### src/rtl/counter_sequencer_if.sv
// Handshake/status bundle between the controlling logic, the counter_sequencer
// and the downstream counter (finished flag in, enable/clear out).
interface counter_sequencer_if #(
    parameter int unsigned REPEAT_WIDTH = 8
);
    logic                    start_i;
    logic                    abort_i;
    logic                    pause_i;
    logic [REPEAT_WIDTH-1:0] repeat_count_i;
    logic                    finished_i;
    logic                    counter_enable_o;
    logic                    counter_clear_o;
    logic                    busy_o;
    logic                    done_o;
    logic [REPEAT_WIDTH-1:0] periods_done_o;

    modport master (
        output start_i, abort_i, pause_i, repeat_count_i, finished_i,
        input  counter_enable_o, counter_clear_o, busy_o, done_o, periods_done_o
    );

    modport slave (
        input  start_i, abort_i, pause_i, repeat_count_i, finished_i,
        output counter_enable_o, counter_clear_o, busy_o, done_o, periods_done_o
    );
endinterface

### src/rtl/counter_sequencer.sv
// Runs the downstream counter for N full periods with pause/abort support.
// Optional continuous mode (count 0) is enabled by COUNTER_SEQUENCER_INFINITE_EN.
module counter_sequencer #(
    parameter int unsigned REPEAT_WIDTH = 8
) (
    input  logic                clock_i,
    input  logic                reset_i,
    counter_sequencer_if.slave  bus
);
    typedef enum logic [1:0] {
        IDLE  = 2'd0,
        CLEAR = 2'd1,
        RUN   = 2'd2,
        DONE  = 2'd3
    } state_t;

    state_t                  state_q, state_d;
    logic [REPEAT_WIDTH-1:0] target_q, target_d;
    logic [REPEAT_WIDTH-1:0] periods_q, periods_d;
    logic                    fin_prev_q, fin_prev_d;
    logic                    clear_q, clear_d;
    logic                    busy_q, busy_d;
    logic                    done_q, done_d;

    logic                    fin_edge;
    logic                    start_ok;
    logic                    run_infinite;
    logic [REPEAT_WIDTH-1:0] periods_inc;

`ifdef COUNTER_SEQUENCER_INFINITE_EN
    logic infinite_q, infinite_d;

    assign start_ok     = 1'b1;
    assign run_infinite = infinite_q;

    always_ff @(posedge clock_i or posedge reset_i) begin
        if (reset_i) begin
            infinite_q <= 1'b0;
        end else begin
            infinite_q <= infinite_d;
        end
    end

    always_comb begin
        infinite_d = infinite_q;
        if (state_q == IDLE && bus.start_i) begin
            infinite_d = (bus.repeat_count_i == '0);
        end
    end
`else
    assign start_ok     = (bus.repeat_count_i != '0);
    assign run_infinite = 1'b0;
`endif

    assign fin_edge    = bus.finished_i & ~fin_prev_q;
    assign periods_inc = periods_q + 1'b1;

    always_comb begin
        state_d    = state_q;
        target_d   = target_q;
        periods_d  = periods_q;
        fin_prev_d = bus.finished_i;
        clear_d    = 1'b0;
        busy_d     = busy_q;
        done_d     = 1'b0;

        // Abort outranks everything else outside IDLE; the counter is cleared on the way out.
        if (state_q != IDLE && bus.abort_i) begin
            state_d = IDLE;
            clear_d = 1'b1;
            busy_d  = 1'b0;
        end else begin
            case (state_q)
                IDLE: begin
                    busy_d = 1'b0;
                    if (bus.start_i && start_ok) begin
                        state_d   = CLEAR;
                        target_d  = bus.repeat_count_i;
                        periods_d = '0;
                        clear_d   = 1'b1;
                        busy_d    = 1'b1;
                    end
                end
                CLEAR: begin
                    state_d = RUN;
                    busy_d  = 1'b1;
                end
                RUN: begin
                    if (fin_edge) begin
                        periods_d = periods_inc;
                        if (!run_infinite && periods_inc == target_q) begin
                            state_d = DONE;
                            done_d  = 1'b1;
                            busy_d  = 1'b0;
                        end else begin
                            state_d = CLEAR;
                            clear_d = 1'b1;
                            busy_d  = 1'b1;
                        end
                    end
                end
                DONE: begin
                    state_d = IDLE;
                    busy_d  = 1'b0;
                end
                default: begin
                    state_d = IDLE;
                    busy_d  = 1'b0;
                end
            endcase
        end
    end

    always_ff @(posedge clock_i or posedge reset_i) begin
        if (reset_i) begin
            state_q    <= IDLE;
            target_q   <= '0;
            periods_q  <= '0;
            fin_prev_q <= 1'b0;
            clear_q    <= 1'b0;
            busy_q     <= 1'b0;
            done_q     <= 1'b0;
        end else begin
            state_q    <= state_d;
            target_q   <= target_d;
            periods_q  <= periods_d;
            fin_prev_q <= fin_prev_d;
            clear_q    <= clear_d;
            busy_q     <= busy_d;
            done_q     <= done_d;
        end
    end

    // Enable is the only combinational output so pause takes effect in the same cycle.
    assign bus.counter_enable_o = (state_q == RUN) && !bus.pause_i;
    assign bus.counter_clear_o  = clear_q;
    assign bus.busy_o           = busy_q;
    assign bus.done_o           = done_q;
    assign bus.periods_done_o   = periods_q;
endmodule

### src/flat_wrapper.sv
// flat-port wrapper written by rule: the top's interface ports become plain ports
module counter_sequencer_flat 
#(
    parameter int unsigned REPEAT_WIDTH = 8
)
  (clock_i, reset_i, bus_start_i, bus_abort_i, bus_pause_i, bus_repeat_count_i, bus_finished_i, bus_counter_enable_o, bus_counter_clear_o, bus_busy_o, bus_done_o, bus_periods_done_o);
  counter_sequencer_if #(.REPEAT_WIDTH(REPEAT_WIDTH)) bus_i ();
  input  logic clock_i;
  input  logic reset_i;
  input wire logic [$bits(bus_i.start_i)-1:0] bus_start_i;
  input wire logic [$bits(bus_i.abort_i)-1:0] bus_abort_i;
  input wire logic [$bits(bus_i.pause_i)-1:0] bus_pause_i;
  input wire logic [$bits(bus_i.repeat_count_i)-1:0] bus_repeat_count_i;
  input wire logic [$bits(bus_i.finished_i)-1:0] bus_finished_i;
  output wire logic [$bits(bus_i.counter_enable_o)-1:0] bus_counter_enable_o;
  output wire logic [$bits(bus_i.counter_clear_o)-1:0] bus_counter_clear_o;
  output wire logic [$bits(bus_i.busy_o)-1:0] bus_busy_o;
  output wire logic [$bits(bus_i.done_o)-1:0] bus_done_o;
  output wire logic [$bits(bus_i.periods_done_o)-1:0] bus_periods_done_o;
  assign bus_i.start_i = bus_start_i;
  assign bus_i.abort_i = bus_abort_i;
  assign bus_i.pause_i = bus_pause_i;
  assign bus_i.repeat_count_i = bus_repeat_count_i;
  assign bus_i.finished_i = bus_finished_i;
  assign bus_counter_enable_o = bus_i.counter_enable_o;
  assign bus_counter_clear_o = bus_i.counter_clear_o;
  assign bus_busy_o = bus_i.busy_o;
  assign bus_done_o = bus_i.done_o;
  assign bus_periods_done_o = bus_i.periods_done_o;
  counter_sequencer #(.REPEAT_WIDTH(REPEAT_WIDTH)) u_core (.clock_i(clock_i), .reset_i(reset_i), .bus(bus_i));
endmodule
### config.mk
export PLATFORM = sky130hd
export DESIGN_NAME = counter_sequencer_flat
export DESIGN_NICKNAME = d
export VERILOG_FILES = /design/src/rtl/counter_sequencer_if.sv /design/src/rtl/counter_sequencer.sv /design/src/flat_wrapper.sv
export SDC_FILE = /design/constraint.sdc
export NUM_CORES = 1
export LEC_CHECK = 0
export ABC_CLOCK_PERIOD_IN_PS = 2050
export CORE_MARGIN = 3
export CORE_UTILIZATION = 45
export DETAILED_ROUTE_END_ITERATION = 7
export GPL_TIMING_DRIVEN = 0
export HOLD_SLACK_MARGIN = 0.08
export PLACE_DENSITY = 0.75
export SYNTH_ARGS = -nofsm -noshare
export SYNTH_HDL_FRONTEND = slang
export SYNTH_SLANG_ARGS = --single-unit
### constraint.sdc
create_clock -name clock_i -period 2.05 [get_ports clock_i]
set_input_delay 0.205 -clock clock_i [delete_from_list [all_inputs] [get_ports clock_i]]
set_output_delay 0.205 -clock clock_i [all_outputs]
set_load 0.01 [all_outputs]
==> results.json <==
{
  "arrival_ps": 2230,
  "p_seq_share_pct": 47.9,
  "synth_edf_count": 0,
  "slew_headroom_pct": 43.8,
  "grt_pass1_wl_mm": 4.66,
  "start_util_pct": 48.1,
  "synth.top_cells.by_area": "dfrtp_1 45%, mux2_2 7.4%, o21ai_0 3.7%, xor2_1 3.6%, nand2b_1 3.1%",
  "die_h_um": 57.9,
  "synthesis.nets": 136,
  "end_kind": "flip-flop",
  "cp.required_ps": 2260,
  "hold_path_class": "input port to async pin",
  "drv_slew": 0,
  "drc": 0,
  "grt-ovfl-total": 0,
  "r2r_end": "u_core.state_q[1]$_DFFE_PP0P_",
  "cts_buffer_depth": 2,
  "ys_async_sr_fraction_pct": 100,
  "netlist.area_leader.share_pct": 45.4,
  "final_common_cell": "clkdlybuf4s50_1",
  "viasPerCell": 5.66,
  "io_buffer_count": 25,
  "hpwl_mm": 1.91,
  "cts-root-buf": "clkbuf_4",
  "gp_congestion": 0.775,
  "period_minus_slack_ps": 2020,
  "worst_clock_skew_ps": 1.26,
  "outcome": "finished clean",
  "placed_area_um2": 1500,
  "p_per_area_nw_per_um2": 694,
  "maxCapViolations": 0,
  "clk_latency_ps": 310,
  "crit_end": "u_core.state_q[1]$_DFFE_PP0P_",
  "finalNetCount": 172,
  "io_pins": 26,
  "cts_tree": "done",
  "p_leak_nw": 0.662,
  "drive_above_1_share_pct": 19.9,
  "rrSetupSlack_ps": 30,
  "final_area_um2": 1620,
  "swShare_pct": 26.0,
  "pwr-share-clk_pct": 29.6,
  "clk_pin_slew_worst_paths_ps": 120,
  "avgRoutedWirePerCell_um": 14.6,
  "synth_flop_cell": "dfrtp_1",
  "timing.rr.start": "u_core.bus.periods_done_o[1]$_DFFE_PP0P_",
  "holdBufCountCts": 0,
  "crit_type": "flip-flop to flip-flop",
  "synth-seq-cells": 22,
  "switchingPower_mw": 0.292,
  "synth.largest_area_cell": "dfrtp_1",
  "die_w_um": 57.9,
  "grt_pass1_vias": 1020,
  "grt_max_degree": 23,
  "drt-total-wl_mm": 2.72,
  "antenna_found_initial": 0,
  "syn_inst": 121,
  "area_growth_syn_to_layout_pct": 33.4,
  "synthDistinctLibCells": 40,
  "avgSynthCellArea_um2": 10.0,
  "num_rows": 18,
  "post-route-util_pct": 64.2,
  "mostFrequentLayoutCells": "25 x clkdlybuf4s50_1, 20 x dfrtp_1, 9 x nor2_1, 9 x o21ai_0, 8 x mux2_2",
  "diodes": 0,
  "fmax_mhz": 496,
  "drt_iter0_drc": 25,
  "postRouteAntennaNets": 0,
  "dieArea_um2": 3360,
  "reg2regPathDepth": 6,
  "crit_start": "u_core.bus.periods_done_o[1]$_DFFE_PP0P_",
  "setup_ws_ps": 32.4,
  "fin_crit_sh_pct": 98.4,
  "power.internal_mw": 0.832,
  "vias": 1052,
  "yosys_warnings": 0,
  "setup_viol": 0,
  "syn_area_um2": 1210,
  "cp_max_fo": 6,
  "core-area_um2": 2520,
  "gr-usage-all-layers_pct": 18.0,
  "cts_max_level": 1,
  "worstSetupStartpointType": "flip-flop",
  "hold_viol": 0,
  "rsz0062_at_grt": "yes",
  "worst_pin_slew_ps": 842,
  "cts.sinks": 22,
  "cts_buffers": 3,
  "peakVddDrop_mv": 0.620,
  "p_comb_share_pct": 22.6,
  "dpl_worst_slack_ps": -259,
  "seq_area_frac_synth_pct": 45.4,
  "firstDrtPassIters": 4
}
==> synth_stat cells, types with 3 or more instances <==
master     n
a21oi_1    3
dfrtp_1   22
inv_1      5
mux2_2     8
nand2_1    7
nand2b_1   6
nand4_1    4
nor2_1     9
o21ai_0    9
o21ai_1    4
o31ai_1    5
xnor2_1    3
xor2_1     5
==> cell type report <==
cell class | count | area (µm²)
multi-input cells | 90 | 627
well taps | 30 | 37.5
plain buffers | 4 | 35.0
repair buffers | 31 | 295
clock buffers | 3 | 22.5
inverters | 5 | 18.8
clock inverters | 1 | 30.0
fillers | 214 | 903
flip-flops and latches | 22 | 553
==> state kept, by name (all words and copies together), names as in the netlist <==
name / cells
u_core.bus.done_o: 1
u_core.fin_prev_q: 1
u_core.bus.periods_done_o: 8
u_core.target_q: 8
u_core.bus.busy_o: 1
u_core.bus.counter_clear_o: 1
u_core.state_q: 2
==> how the worst min path moves through the flow <==
stage / startpoint / endpoint / slack, ps / cells past startpoint
3_3_place_gp: u_core.target_q[0]$_DFFE_PP0P_ / u_core.target_q[0]$_DFFE_PP0P_ / 520 / 1
3_5_place_dp: u_core.target_q[0]$_DFFE_PP0P_ / u_core.target_q[0]$_DFFE_PP0P_ / 520 / 1
2_1_floorplan: reset_i / u_core.bus.busy_o$_DFFE_PP0P_ / 190 / 1
6_report: reset_i / u_core.fin_prev_q$_DFF_PP0_ / 350 / 2
4_1_cts: bus_finished_i / u_core.fin_prev_q$_DFF_PP0_ / 360 / 1
5_1_grt: bus_finished_i / u_core.fin_prev_q$_DFF_PP0_ / 350 / 1
==> power by group through the flow <==
stage	sequential [mW]	clock, mW	combinational [mW]
floorplan	0.537	0	0.162
global placement	0.545	0	0.237
detailed placement	0.548	0	0.243
CTS	0.537	0.341	0.250
global route	0.547	0.359	0.283
finish	0.538	0.333	0.254
==> cell families (layout without fill, tap and decap cells) <==
kind of cell / after synthesis / after routing / synth area share (%)
buffers and inverters: 9 / 44 / 3.50
AND/OR/NAND/NOR: 41 / 41 / 18.8
multiplexers: 8 / 8 / 7.42
flip-flops: 22 / 22 / 45.4
AO/OA/AOI/OAI: 32 / 32 / 18.1
XOR/XNOR: 8 / 8 / 5.77
adder cells (fa/ha/maj): 1 / 1 / 1.03
==> worst max-delay path, cell delays in order (launching register included) <==
cell       delay (ps)
dfrtp_2           470
ha_2              220
nand2b_1          160
o211a_1           130
o32a_1            330
a311o_1           330
a2111oi_2         290
==> metrics by stage <==
step / total power, mW / TNS [ps] / hold WS (ps) / instances
finish: 1.12 / 0 / 350 / 186
global route: 1.19 / -34.6 / 345 / 186
CTS: 1.13 / 0 / 356 / 185
detailed placement: 0.791 / -1650 / 520 / 176
global placement: 0.782 / -1560 / 517 / 176
floorplan: 0.698 / 0 / 194 / 121
==> what timing repair did <==
action	4_1_cts	5_1_grt
buffers inserted	5	1
gates resized for setup	6	3
endpoints found under the hold margin	0	0
pin swaps	2	1
endpoints found under the setup margin	2	5
==> metal layers <==
layer	global-route usage, %	wire length (µm)
met5	0	0
met4	2.98	16
met3	4.68	162
met2	30.5	1340
met1	23.4	1200
Power figures use the tool's default switching activity.
